$ cat config.mk
export PLATFORM = sky130hd
export DESIGN_NAME = round_robin
export DESIGN_NICKNAME = d
export VERILOG_FILES = /design/src/rtl/round_robin.sv
export SDC_FILE = /design/constraint.sdc
export NUM_CORES = 1
export LEC_CHECK = 0
export BUFFER_PORTS_ARGS = -buffer_cell sky130_fd_sc_hd__buf_2
export CORE_MARGIN = 3
export CORE_UTILIZATION = 41
export CTS_CLUSTER_DIAMETER = 30
export DETAILED_ROUTE_END_ITERATION = 6
export GPL_ROUTABILITY_DRIVEN = 0
export HOLD_SLACK_MARGIN = 0.12
export PLACE_DENSITY = 0.71
export SYNTH_ARGS = -nofsm -noshare
export SYNTH_HDL_FRONTEND = slang
export SYNTH_SLANG_ARGS = --single-unit
$ cat constraint.sdc
create_clock -name clk -period 2.8 [get_ports clk]
set_clock_uncertainty 0.15 [all_clocks]
set_input_delay 0.56 -clock clk [delete_from_list [all_inputs] [get_ports clk]]
set_output_delay 0.56 -clock clk [all_outputs]
set_load 0.01 [all_outputs]
$ cat src/rtl/round_robin.sv
// round_robin: FIFO pop arbiter that grants each FIFO up to its weight in pops per turn and skips empty FIFOs.
// Optional weighting is enabled by defining ROUNDROBIN_WEIGHT_EN; otherwise this is plain one-pop-per-turn round-robin.
module round_robin (
  input  logic        clk,
  input  logic        reset,
  input  logic [19:0] request,
  input  logic [3:0]  empty,
  input  logic        read,
  output logic [1:0]  pop_id,
  output logic        valid
);
  logic [1:0]      cur_q, nxt;
  logic [4:0]      cnt_q, rem;
  logic [3:0][4:0] eff;
`ifdef ROUNDROBIN_WEIGHT_EN
  for (genvar i = 0; i < 4; i++) begin : g_eff
    assign eff[i] = (request[5*i +: 5] == 5'd0) ? 5'd1 : request[5*i +: 5];
  end
`else
  logic unused_req;
  assign unused_req = ^request;
  assign eff = {4{5'd1}};
`endif
  assign valid = ~&empty;
  // Scan from farthest to nearest so the nearest non-empty index after cur wins.
  always_comb begin
    pop_id = cur_q;
    for (int k = 3; k >= 0; k--)
      if (!empty[cur_q + k[1:0]]) pop_id = cur_q + k[1:0];
  end
  assign rem = (pop_id == cur_q) ? cnt_q : eff[pop_id];
  assign nxt = pop_id + 2'd1;
  always_ff @(posedge clk) begin
    if (reset) begin
      cur_q <= 2'd0;
      cnt_q <= eff[0];
    end else if (read && valid) begin
      cur_q <= (rem <= 5'd1) ? nxt : pop_id;
      cnt_q <= (rem <= 5'd1) ? eff[nxt] : rem - 5'd1;
    end
  end
endmodule

==> summary.md, run 1 <==
| Metric | Value |
|---|---|
| Via count | `775` |
| DRC Markers | `0` |
| Clock tree buffer depth | `2` |
| Crit share post-route | `0.932` |
| Pre-antenna DRT Iters | `6` |
| Async set-or-reset flop fraction in the synthesized netlist | `0` |
| Tightest Pin Transition | `0.387 ns` |
| Total track usage | `0.183` |
| CTS clk-pin slew, worst paths | `about 0.05 ns` |
| Number of synthesized flops with an enable pin | `0` |
| Detailed placement HPWL | `around 1300 um` |
| Clock latency on the worst-skew pair | `0.25 ns` |
| Total gr overflow | `0` |
| FF+latch count, synth | `7` |
| Reg2reg end | `cnt_q[1]` |
| DRT Wirelength | `between 1500 and 2000 um` |
| Number of global-route vias before repair | `742` |
| CTS tree | `yes` |
| Worst path cell trace | `buf_2 > nand3_1 > a221oi_2 > a31oi_2 > or2_2 > ha_1 > o32a_1 > or3_1 > a21oi_1` |
| Ratio of cells with drive above 1 in the final layout | `0.278` |
| RSZ-0062 raised after global routing | `false` |
| Post-Synth Simple-Gate Area | `0.339` |
| Hold Buf Count CTS | `0` |
| Vias per std cell | `5.92` |
| Net count after synthesis | `125` |
| Area post-placement | `806 sq um` |
| Design Area, Final | `832 sq um` |
| Critical setup path kind | `input port to flop` |
| Post-synth top area share | `0.204` |
| Final setup viols | `0` |
| Crit start category | `input port` |
| Initial antenna violation count | `0` |
| Hold_sp | `cnt_q[4]` |
| Slowest library cell on the worst path | `o32a_1` |
| Mean post-synth cell area | `7.14 sq um` |
| Routed Antenna Nets | `0` |
| Setup TNS | `0 ns` |
| CTS resizes | `0` |
| DR WL/cell | `13.1 um` |
| CTS Buf Count | `3` |
| Total power | `0.296 mW` |
| Synth Warn # | `0` |
| Max Cap Viol | `0` |
| Post-synthesis xor/xnor area fraction | `0.0128` |
| CP top delay family | `compound AO/OA/AOI/OAI gates` |
| Final core occ | `0.540` |
| Global-route wire length before repair | `approximately 3000 um` |
| Root Driver | `clkbuf_4` |
| Top-level port count | `30` |
| Post-synthesis sequential area ratio | `0.204` |
| Synth Area in Adders | `0.0365` |
| Port bufs | `9` |
| Max_slew headroom | `0.740` |
| H-tree depth | `1` |
| WHS Path Cells | `2` |
| Worst path required time | `around 2.8 ns` |
| Core footprint | `1540 sq um` |
| Initial Util | `0.445` |
| Bufs and invs on worst path | `1` |
| Final Hold Viols | `0` |
| R2R depth | `8` |
| Compound-Gate Fraction of Synth Area | `0.294` |
| Leakage | `around 0.34 nW` |
| DR iter-0 viols | `20` |
| Largest family of logic cells by synthesized area | `simple AND/OR/NAND/NOR gates` |
| Hold Path End | `cnt_q[4]` |
| Number of diodes | `0` |
| Row count | `14` |
| FF-to-FF Start | `cur_q[1]` |
| Worst setup path startpoint | `empty[2]` |
| Area Growth Syn to Fin | `21.4%` |
| Top cells by area, synth | `dfxtp_1 (20%), o21ai_0 (8.0%), nand3_1 (5.8%), a21oi_1 (4.4%), nand2_1 (4.4%)` |
| Status | `complete, no violations` |
| Crit path arrival time | `roughly 2.6 ns` |
| Hold crit path type | `flop to flop` |
| Die Area | `roughly 2200 sq um` |
| Maximum VDD drop | `0.237 mV` |
| # fillers | `149` |
| Final Max Tran Viols | `0` |
| Nets | `145` |
| Pin count of the biggest net entering global routing | `10` |
| # Post-CTS Setup Buffers | `0` |
| Syn Inst Count | `96` |
| Reg-to-reg slack, setup | `0.22 ns` |
| CP max FO | `5` |
| Critical Path Max Stage Delay | `0.41 ns` |
| Die Y | `approximately 47 um` |
| Synth area leader | `dfxtp_1` |
| Synth unique cells | `43` |
| Critical path capture point type | `flop` |
| PD cells | `about 360 nW/um^2` |
| FMAX | `about 0.38 GHz` |
| Die Wd | `46.9 um` |
| Multiplexer area fraction after synthesis | `0` |
| CTS sink count | `7` |
| Crit path time final | `2.61 ns` |
| Top_reg_cell synth | `dfxtp_1` |
| Synth Cell Area | `a little under 700 sq um` |
## synth_stat cells, types with 2 or more instances
| cell | instances |
|---|---|
| buf_6 | 2 |
| nand2_1 | 8 |
| and2_1 | 2 |
| dfxtp_1 | 7 |
| o32ai_1 | 2 |
| clkbuf_1 | 2 |
| ha_1 | 2 |
| inv_1 | 3 |
| nor2b_1 | 2 |
| o21ai_0 | 11 |
| or3_1 | 2 |
| nor2_1 | 8 |
| nor3_1 | 3 |
| a21oi_1 | 6 |
| nand3_1 | 8 |
## sequential cells by signal (all words and copies together) (netlist names)
name   flops
cur_q      2
cnt_q      5
## placed cells by master, fill, tap and decap left out, types with 2 or more instances in the layout
cell type / n
clkbuf_4: 3
nor2b_1: 2
nand3_1: 8
buf_4: 14
or3_1: 2
nor2_1: 8
nor3_1: 3
nand2_1: 8
buf_2: 9
and2_1: 2
o32ai_1: 2
ha_1: 2
inv_1: 3
dfxtp_1: 7
a21oi_1: 6
o21ai_0: 11
## per-stage QoR
stage | hold slack (ns) | setup WS (ns) | instances
floorplan | 0.307 | 0.0366 | 96
global placement | 0.338 | 0.00604 | 127
detailed placement | 0.341 | -0.0490 | 127
CTS | 0.349 | 0.208 | 131
global route | 0.390 | 0.0532 | 131
finish | 0.351 | 0.189 | 131
## power by group
part           leakage, nW  internal [mW]  switching, mW
clock               0.0150         0.0542         0.0352
sequential          0.0569          0.103        0.00351
combinational        0.267         0.0475         0.0523
## routing by layer
metal  routed length [um]  vias to the layer above  global-route usage
li1                     -                      393                   -
met1                  782                      361               0.226
met2                  828                       21               0.312
met3                  101                        0              0.0690
met4                    0                        0              0.0221
met5                    0                        -                   0
## cells by family after synthesis
logic type,count (synthesis)
xor gates and xnor gates,1
AOI/OAI and AO/OA,31
adders and majority gates,2
DFF,7
buffers and inverters,12
and+or+nand+nor,43
## worst reg2reg max path, cell delays in order, from the launching register on
cell and delay, ns:
dfxtp_1 0.45, nor2b_1 0.11, a221oi_2 0.28, a31oi_2 0.07, or2_2 0.31, ha_1 0.25
o32a_1 0.41, or3_1 0.36, a21oi_1 0.13
## final cells by class
class	instances	area [sq um]	area share
multi-input combinational	77	480	0.577
clock buffer	4	26.3	0.0316
tap	16	20.0	0.0241
timing repair buffer	23	150	0.180
inverter	4	15.0	0.0180
sequential	7	140	0.168
## worst max path at each step
stage                     to  depth (start not counted)  slack, ns
floorplan           cnt_q[1]                          9       0.04
global placement    cnt_q[1]                          9      0.006
detailed placement  cnt_q[1]                          9      -0.05
CTS                 cnt_q[1]                          9       0.21
global route        cnt_q[1]                         10       0.05
finish              cnt_q[1]                          9       0.19
Power figures use the tool's default switching activity.
==> inputs of run 2 (changes only) <==
--- a/config.mk
+++ b/config.mk
@@ -13,6 +13,7 @@
 export GPL_ROUTABILITY_DRIVEN = 0
 export HOLD_SLACK_MARGIN = 0.12
-export PLACE_DENSITY = 0.71
+export PLACE_DENSITY = 0.72
 export SYNTH_ARGS = -nofsm -noshare
 export SYNTH_HDL_FRONTEND = slang
 export SYNTH_SLANG_ARGS = --single-unit
+export TNS_END_PERCENT = 5
==> constraint.sdc (replaced) <==
create_clock -name clk -period 2.8 [get_ports clk]
set_clock_uncertainty 0.15 [all_clocks]
set_input_delay 0 -clock clk [delete_from_list [all_inputs] [get_ports clk]]
set_output_delay 0 -clock clk [all_outputs]
set_load 0.01 [all_outputs]
==> run 2 against run 1 <==
Net effect:
- final cell count is 6.1% lower
- first-iteration DRC count rose by 90%
- worst setup slack improved by 0.066 ns
- non-clock buffer count shrank 8
- maximum frequency grew 2.6%
- register-to-register slack gained 0.04 ns
- core utilization decreased by 4.4 points
- critical endpoint unchanged
- largest power group unchanged
==> summary.md, run 2 (synthesis gave the netlist of run 1 again) <==
| Metric | Value |
|---|---|
| Setup TNS | `0 ns (unchanged)` |
| FMAX | `0.393 GHz (+2.6%)` |
| Crit path time final | `2.54 ns (-0.0660 ns)` |
| Die Area | `2200 sq um (unchanged)` |
| Hold slack | `0.181 ns (-0.170 ns)` |
| Root Driver | `clkbuf_4` |
| Total track usage | `0.175 (-0.00762)` |
| Final setup viols | `0 (unchanged)` |
| CP max FO | `4 (-1)` |
| Ratio of cells with drive above 1 in the final layout | `0.187 (-0.0913)` |
| Leakage | `0.296 nW (-13%)` |
| Worst path required time | `2.83 ns (about the same)` |
| Largest regs | `cnt_q: 5 flops, cur_q: 2 flops` |
| DRT Wirelength | `1660 um (-2.9%)` |
| Nets | `137 (-5.5%)` |
| Final Hold Viols | `0 (unchanged)` |
| Initial Util | `0.445 (unchanged)` |
| Row count | `14 (unchanged)` |
| Pin count of the biggest net entering global routing | `12 (+2)` |
| Crit path arrival time | `2.58 ns (-0.06 ns)` |
| Die Y | `46.9 um (unchanged)` |
| Status | `complete, no violations` |
| Hold crit path type | `input port to flop` |
| # Post-CTS Setup Buffers | `0 (unchanged)` |
| Max reg flops | `5 (unchanged)` |
| Die Wd | `46.9 um (unchanged)` |
| Most common cell after layout, fill and taps aside | `o21ai_0` |
| Top-level port count | `30 (unchanged)` |
| Pre-antenna DRT Iters | `4 (-2)` |
| Critical path capture point type | `flop` |
| Clock tree buffer depth | `2 (unchanged)` |
| CTS tree | `yes` |
| Max_slew headroom | `0.735 (-0.00451)` |
| Critical setup path kind | `flop to flop` |
| H-tree depth | `1 (unchanged)` |
| Port bufs | `9 (unchanged)` |
| Number of diodes | `0 (unchanged)` |
| Total gr overflow | `0 (unchanged)` |
| Core footprint | `1540 sq um (unchanged)` |
| Tightest Pin Transition | `0.396 ns (+0.00852 ns)` |
| CTS sink count | `7 (unchanged)` |
| CTS clk-pin slew, worst paths | `0.05 ns (about the same)` |
| Top reg by flops | `cnt_q` |
| Area Growth Syn to Fin | `11.5%` |
| Clock latency on the worst-skew pair | `0.25 ns (about the same)` |
| DRC Markers | `0 (unchanged)` |
| Detailed placement HPWL | `1270 um (-5.3%)` |
| DR iter-0 viols | `38 (+90%)` |
| Number of global-route vias before repair | `670 (-9.7%)` |
| Final Max Tran Viols | `0 (unchanged)` |
| Max Cap Viol | `0 (unchanged)` |
| Via count | `760 (-1.9%)` |
| RSZ-0062 raised after global routing | `false` |
| Vias per std cell | `6.18 (+4.4%)` |
| Crit start category | `flop` |
| Global-route wire length before repair | `2830 um (-4.7%)` |
| Commonest non-fill, non-tap cells in the layout | `o21ai_0 (11), buf_2 (9), nand3_1 (8), nor2_1 (8), nand2_1 (8)` |
| CTS Buf Count | `3 (unchanged)` |
| PD cells | `372 nW/um^2 (+4.8%)` |
| Maximum VDD drop | `0.207 mV (-13%)` |
| Routed Antenna Nets | `0 (unchanged)` |
| DR WL/cell | `13.5 um (+3.4%)` |
| Initial antenna violation count | `0 (unchanged)` |
| Crit share post-route | `0.909 (-0.0236)` |
==> run 2: changes by cell type in the layout (fill, tap and decap cells not counted), sizes merged <==
cell	change
buf	-10
dlygate4sd3	+2
==> run 2: stage by stage <==
step / setup WS (ns) / cells / utilization / area [sq um] / total power [mW]
after CTS: 0.251 / 123 / 0.496 / 764 / 0.289
after global routing: 0.0405 / 123 / 0.496 / 764 / 0.305
final: 0.255 / 123 / 0.496 / 764 / 0.285
after detailed placement: 0.265 / 117 / 0.466 / 718 / 0.192
after floorplan: 0.351 / 96 / - / 686 / 0.167
after global placement: 0.316 / 117 / 0.466 / 718 / 0.189
==> run 2: final timing paths <==
kind / depth (start not counted) / startpoint / to / slack [ns]
max: 8 / cur_q[1] / cnt_q[1] / 0.26
min: 4 / empty[1] / cur_q[1] / 0.18
max reg2reg: 8 / cur_q[1] / cnt_q[1] / 0.26
min reg2reg: 2 / cnt_q[4] / cnt_q[4] / 0.36
==> run 2: per-layer routing <==
layer | global-route usage | part of all wire | wire length, um
met5 | 0 | 0 | 0
met3 | 0.0651 | 0.088 | 147
met1 | 0.220 | 0.42 | 703
met2 | 0.276 | 0.48 | 793
met4 | 0.0608 | 0.011 | 18
==> run 2: area by class of cell <==
class / instances / area, sq um
Inverter: 4 / 15.0
Sequential cell: 7 / 140
Multi-Input combinational cell: 77 / 468
Fill cell: 158 / 777
Clock buffer: 4 / 26.3
Tap cell: 16 / 20.0
Timing Repair Buffer: 15 / 95.1
==> run 2: timing repair <==
action                                 4_1_cts  5_1_grt
resized for setup                            0        0
endpoints found under the hold margin        7        0
hold buffers                                 2        0
==> run 2: where the power goes <==
group / total (mW) / internal [mW] / switching, mW
logic: 0.0876 / 0.0379 / 0.0497
clock network: 0.0917 / 0.0544 / 0.0373
registers: 0.105 / 0.103 / 0.00270
total: 0.285 / 0.195 / 0.0897
==> run 2: critical path: stages, from the launching register on <==
cell	delay [ns]
dfxtp_1	0.35
and2_1	0.16
a221oi_1	0.28
a31oi_1	0.11
or2_2	0.31
ha_1	0.24
o32a_1	0.40
or3_1	0.36
a21oi_1	0.12
==> inputs of run 3 (changes only) <==
CELL_PAD_IN_SITES_DETAIL_PLACEMENT = 1   (was default)
CELL_PAD_IN_SITES_GLOBAL_PLACEMENT = 2   (was default)
CORE_ASPECT_RATIO = 1.5   (was default)
CORE_UTILIZATION = 21   (was 41)
PLACE_DENSITY = 0.71   (was 0.72)
==> run 3 against run 2 <==
Net effect:
- design area up 10%
- die area is 82% higher
- critical path depth grew 1
- count of clock-buffer cells in the layout did not move
- sequential power about the same
- worst setup slack worse by 0.069 ns
- core utilization fell by 22 points
- final cell count up 22%
- register-to-register slack worse by 0.07 ns
- critical path type unchanged
- highest routed layer is now met3
- largest power group is now clock
- sequential share of layout area fell by 1.6 points
- flip-flop and latch count unchanged
- combinational power is 2.4% higher
==> summary.md, run 3 (synthesis gave the netlist of run 1 again) <==
| Metric | Value |
|---|---|
| Root Driver | `clkbuf_8` |
| H-tree depth | `1 (unchanged)` |
| Tightest Pin Transition | `0.356 ns (-0.0395 ns)` |
| Hold_sp | `empty[1]` |
| Port bufs | `9 (unchanged)` |
| Sw power | `0.0955 mW (+6.5%)` |
| RSZ-0062 raised after global routing | `false` |
| Max reg flops | `5 (unchanged)` |
| Max Cap Viol | `0 (unchanged)` |
| CTS sink count | `7 (unchanged)` |
| Number of global-route vias before repair | `800 (+19%)` |
| Nets | `141 (+2.9%)` |
| Multi-input logic area | `468 sq um (unchanged)` |
| Crit share post-route | `0.933 (+0.0247)` |
| CTS tree | `yes` |
| Final Hold Viols | `0 (unchanged)` |
| Initial antenna violation count | `0 (unchanged)` |
| # fillers | `388 (+150%)` |
| Top reg by flops | `cnt_q` |
| Maximum VDD drop | `0.254 mV (+23%)` |
| CTS clk-pin slew, worst paths | `0.04 ns (about the same)` |
| CP top delay family | `compound AO/OA/AOI/OAI gates` |
| Switching portion of total power | `0.284 (-0.0314)` |
| Top-level port count | `30 (unchanged)` |
| Row count | `24 (+10)` |
| Die Area | `4000 sq um (+82%)` |
| Internal Power | `0.241 mW (+24%)` |
| Via count | `752 (-1.1%)` |
| FMAX | `0.383 GHz (-2.6%)` |
| Hold crit path type | `input port to flop` |
| Ratio of cells with drive above 1 in the final layout | `0.225 (+0.0383)` |
| Routed Antenna Nets | `0 (unchanged)` |
| Most common cell after layout, fill and taps aside | `o21ai_0` |
| Slowest library cell on the worst path | `o32a_1` |
| Worst setup path startpoint | `cur_q[1]` |
| Setup TNS | `0 ns (unchanged)` |
| Commonest non-fill, non-tap cells in the layout | `o21ai_0 (11), buf_2 (9)` |
| Critical setup path kind | `flop to flop` |
| Area Growth Syn to Fin | `23.0%` |
| Status | `complete, no violations` |
| Largest regs | `cnt_q: 5 flops, cur_q: 2 flops` |
| Worst path required time | `2.78 ns (-0.05 ns)` |
| CP max FO | `10 (+6)` |
| Global-route wire length before repair | `3460 um (+22%)` |
| Crit start category | `flop` |
| Clock tree buffer depth | `2 (unchanged)` |
| Crit path arrival time | `2.60 ns (+0.02 ns)` |
| Critical Path Max Stage Delay | `0.40 ns (about the same)` |
| DR iter-0 viols | `8 (-79%)` |
| Routed length on met2 | `1050 um (+32%)` |
| Initial Util | `0.228 (-0.216)` |
| Crit path time final | `2.61 ns (+0.0691 ns)` |
| Die Wd | `52.7 um (+12%)` |
| Final setup viols | `0 (unchanged)` |
| Clock latency on the worst-skew pair | `0.22 ns (-0.03 ns)` |
| Bufs and invs on worst path | `1 (+1)` |
| Die Y | `76.0 um (+62%)` |
| Seq pwr share | `0.320 (-0.050)` |
| # Post-CTS Setup Buffers | `0 (unchanged)` |
| Comb pwr share | `0.266 (-0.042)` |
| Vias per std cell | `5.01 (-19%)` |
| Met3 WL | `43 um (-71%)` |
| Final Max Tran Viols | `0 (unchanged)` |
| Critical path capture point type | `flop` |
| Pin count of the biggest net entering global routing | `12 (unchanged)` |
| CTS Buf Count | `3 (unchanged)` |
| Core footprint | `3000 sq um (+95%)` |
| Total power | `0.337 mW (+18%)` |
| Detailed placement HPWL | `1560 um (+23%)` |
| PD cells | `399 nW/um^2 (+7.2%)` |
| Pre-antenna DRT Iters | `4 (unchanged)` |
| DRC Markers | `0 (unchanged)` |
| DR WL/cell | `12.9 um (-4.6%)` |
| Max layer used | `met3` |
| Metal1 wirelength | `840 um (+19%)` |
| Worst path cell trace | `and2_1 > a221oi_1 > a31oi_1 > or2_2 > ha_1 > o32a_1 > buf_4 > xnor2_1 > a211oi_1` |
| Leakage | `0.324 nW (+9.3%)` |
| FF-to-FF Start | `cur_q[1]` |
| Total track usage | `0.108 (-0.0673)` |
| Max_slew headroom | `0.761 (+0.0254)` |
| DRT Wirelength | `1930 um (+16%)` |
| Register area | `141 sq um (+0.89%)` |
| Number of diodes | `0 (unchanged)` |
| Clock share of power | `0.414 (+0.092)` |
| Total gr overflow | `0 (unchanged)` |
[run 3: cell count changes in the layout (fill, tap and decap cells not counted)]
| cell | before | now |
|---|---|---|
| clkbuf_4 | 3 | 0 |
| dfxtp_1 | 7 | 6 |
| clkbuf_8 | 0 | 3 |
| buf_4 | 4 | 8 |
| dfxtp_2 | 0 | 1 |
[run 3: layout make-up]
class	count	area share
Clock buffer	4	0.0534
Multi-Input combinational cell	77	0.555
Sequential cell	7	0.168
Tap cell	39	0.0579
Timing Repair Buffer	19	0.148
Inverter	4	0.0178
[run 3: tightest hold or removal path: cells and delay by family]
family | cells | cell delay (ns)
AO/OA/AOI/OAI | 3 | 0.41
buffers and inverters | 1 | 0.15
[run 3: per-stage QoR]
stage / setup WS, ns / area (sq um) / cells / util / hold WS (ns)
5_1_grt: 0.0461 / 843 / 150 / 0.281 / 0.260
3_3_place_gp: 0.159 / 777 / 144 / 0.259 / 0.118
4_1_cts: 0.0672 / 842 / 150 / 0.280 / 0.232
3_5_place_dp: 0.0716 / 777 / 144 / 0.259 / 0.124
2_1_floorplan: 0.351 / 686 / 96 / - / -0.0809
6_report: 0.186 / 843 / 150 / 0.281 / 0.232
[run 3: path summary, 6_finish.rpt]
path / to / slack [ns] / cells after the start
setup / recovery: cur_q[0] / 0.19 / 9
hold reg to reg: cnt_q[1] / 0.36 / 2
hold / removal: cur_q[1] / 0.23 / 4
setup reg to reg: cur_q[0] / 0.19 / 9
[run 3: routing by layer]
| layer | up-vias | global-route usage |
|---|---|---|
| li1 | 384 | - |
| met5 | - | 0 |
| met3 | 0 | 0.0294 |
| met4 | 0 | 0.0179 |
| met1 | 360 | 0.133 |
| met2 | 8 | 0.185 |
[run 3: repair_timing]
| item | 4_1_cts | 5_1_grt |
|---|---|---|
| hold buffers | 2 | 0 |
| endpoints found under the hold margin | 7 | 0 |
| resized for setup | 0 | 1 |
| endpoints found under the setup margin | 0 | 3 |
[run 3: power by group through the flow]
stage / Clock (mW) / Combinational (mW) / Sequential, mW
after floorplan: 0 / 0.0615 / 0.106
after global placement: 0 / 0.0850 / 0.109
after detailed placement: 0 / 0.0881 / 0.109
after CTS: 0.145 / 0.0905 / 0.107
after global routing: 0.150 / 0.0999 / 0.109
final: 0.139 / 0.0897 / 0.108
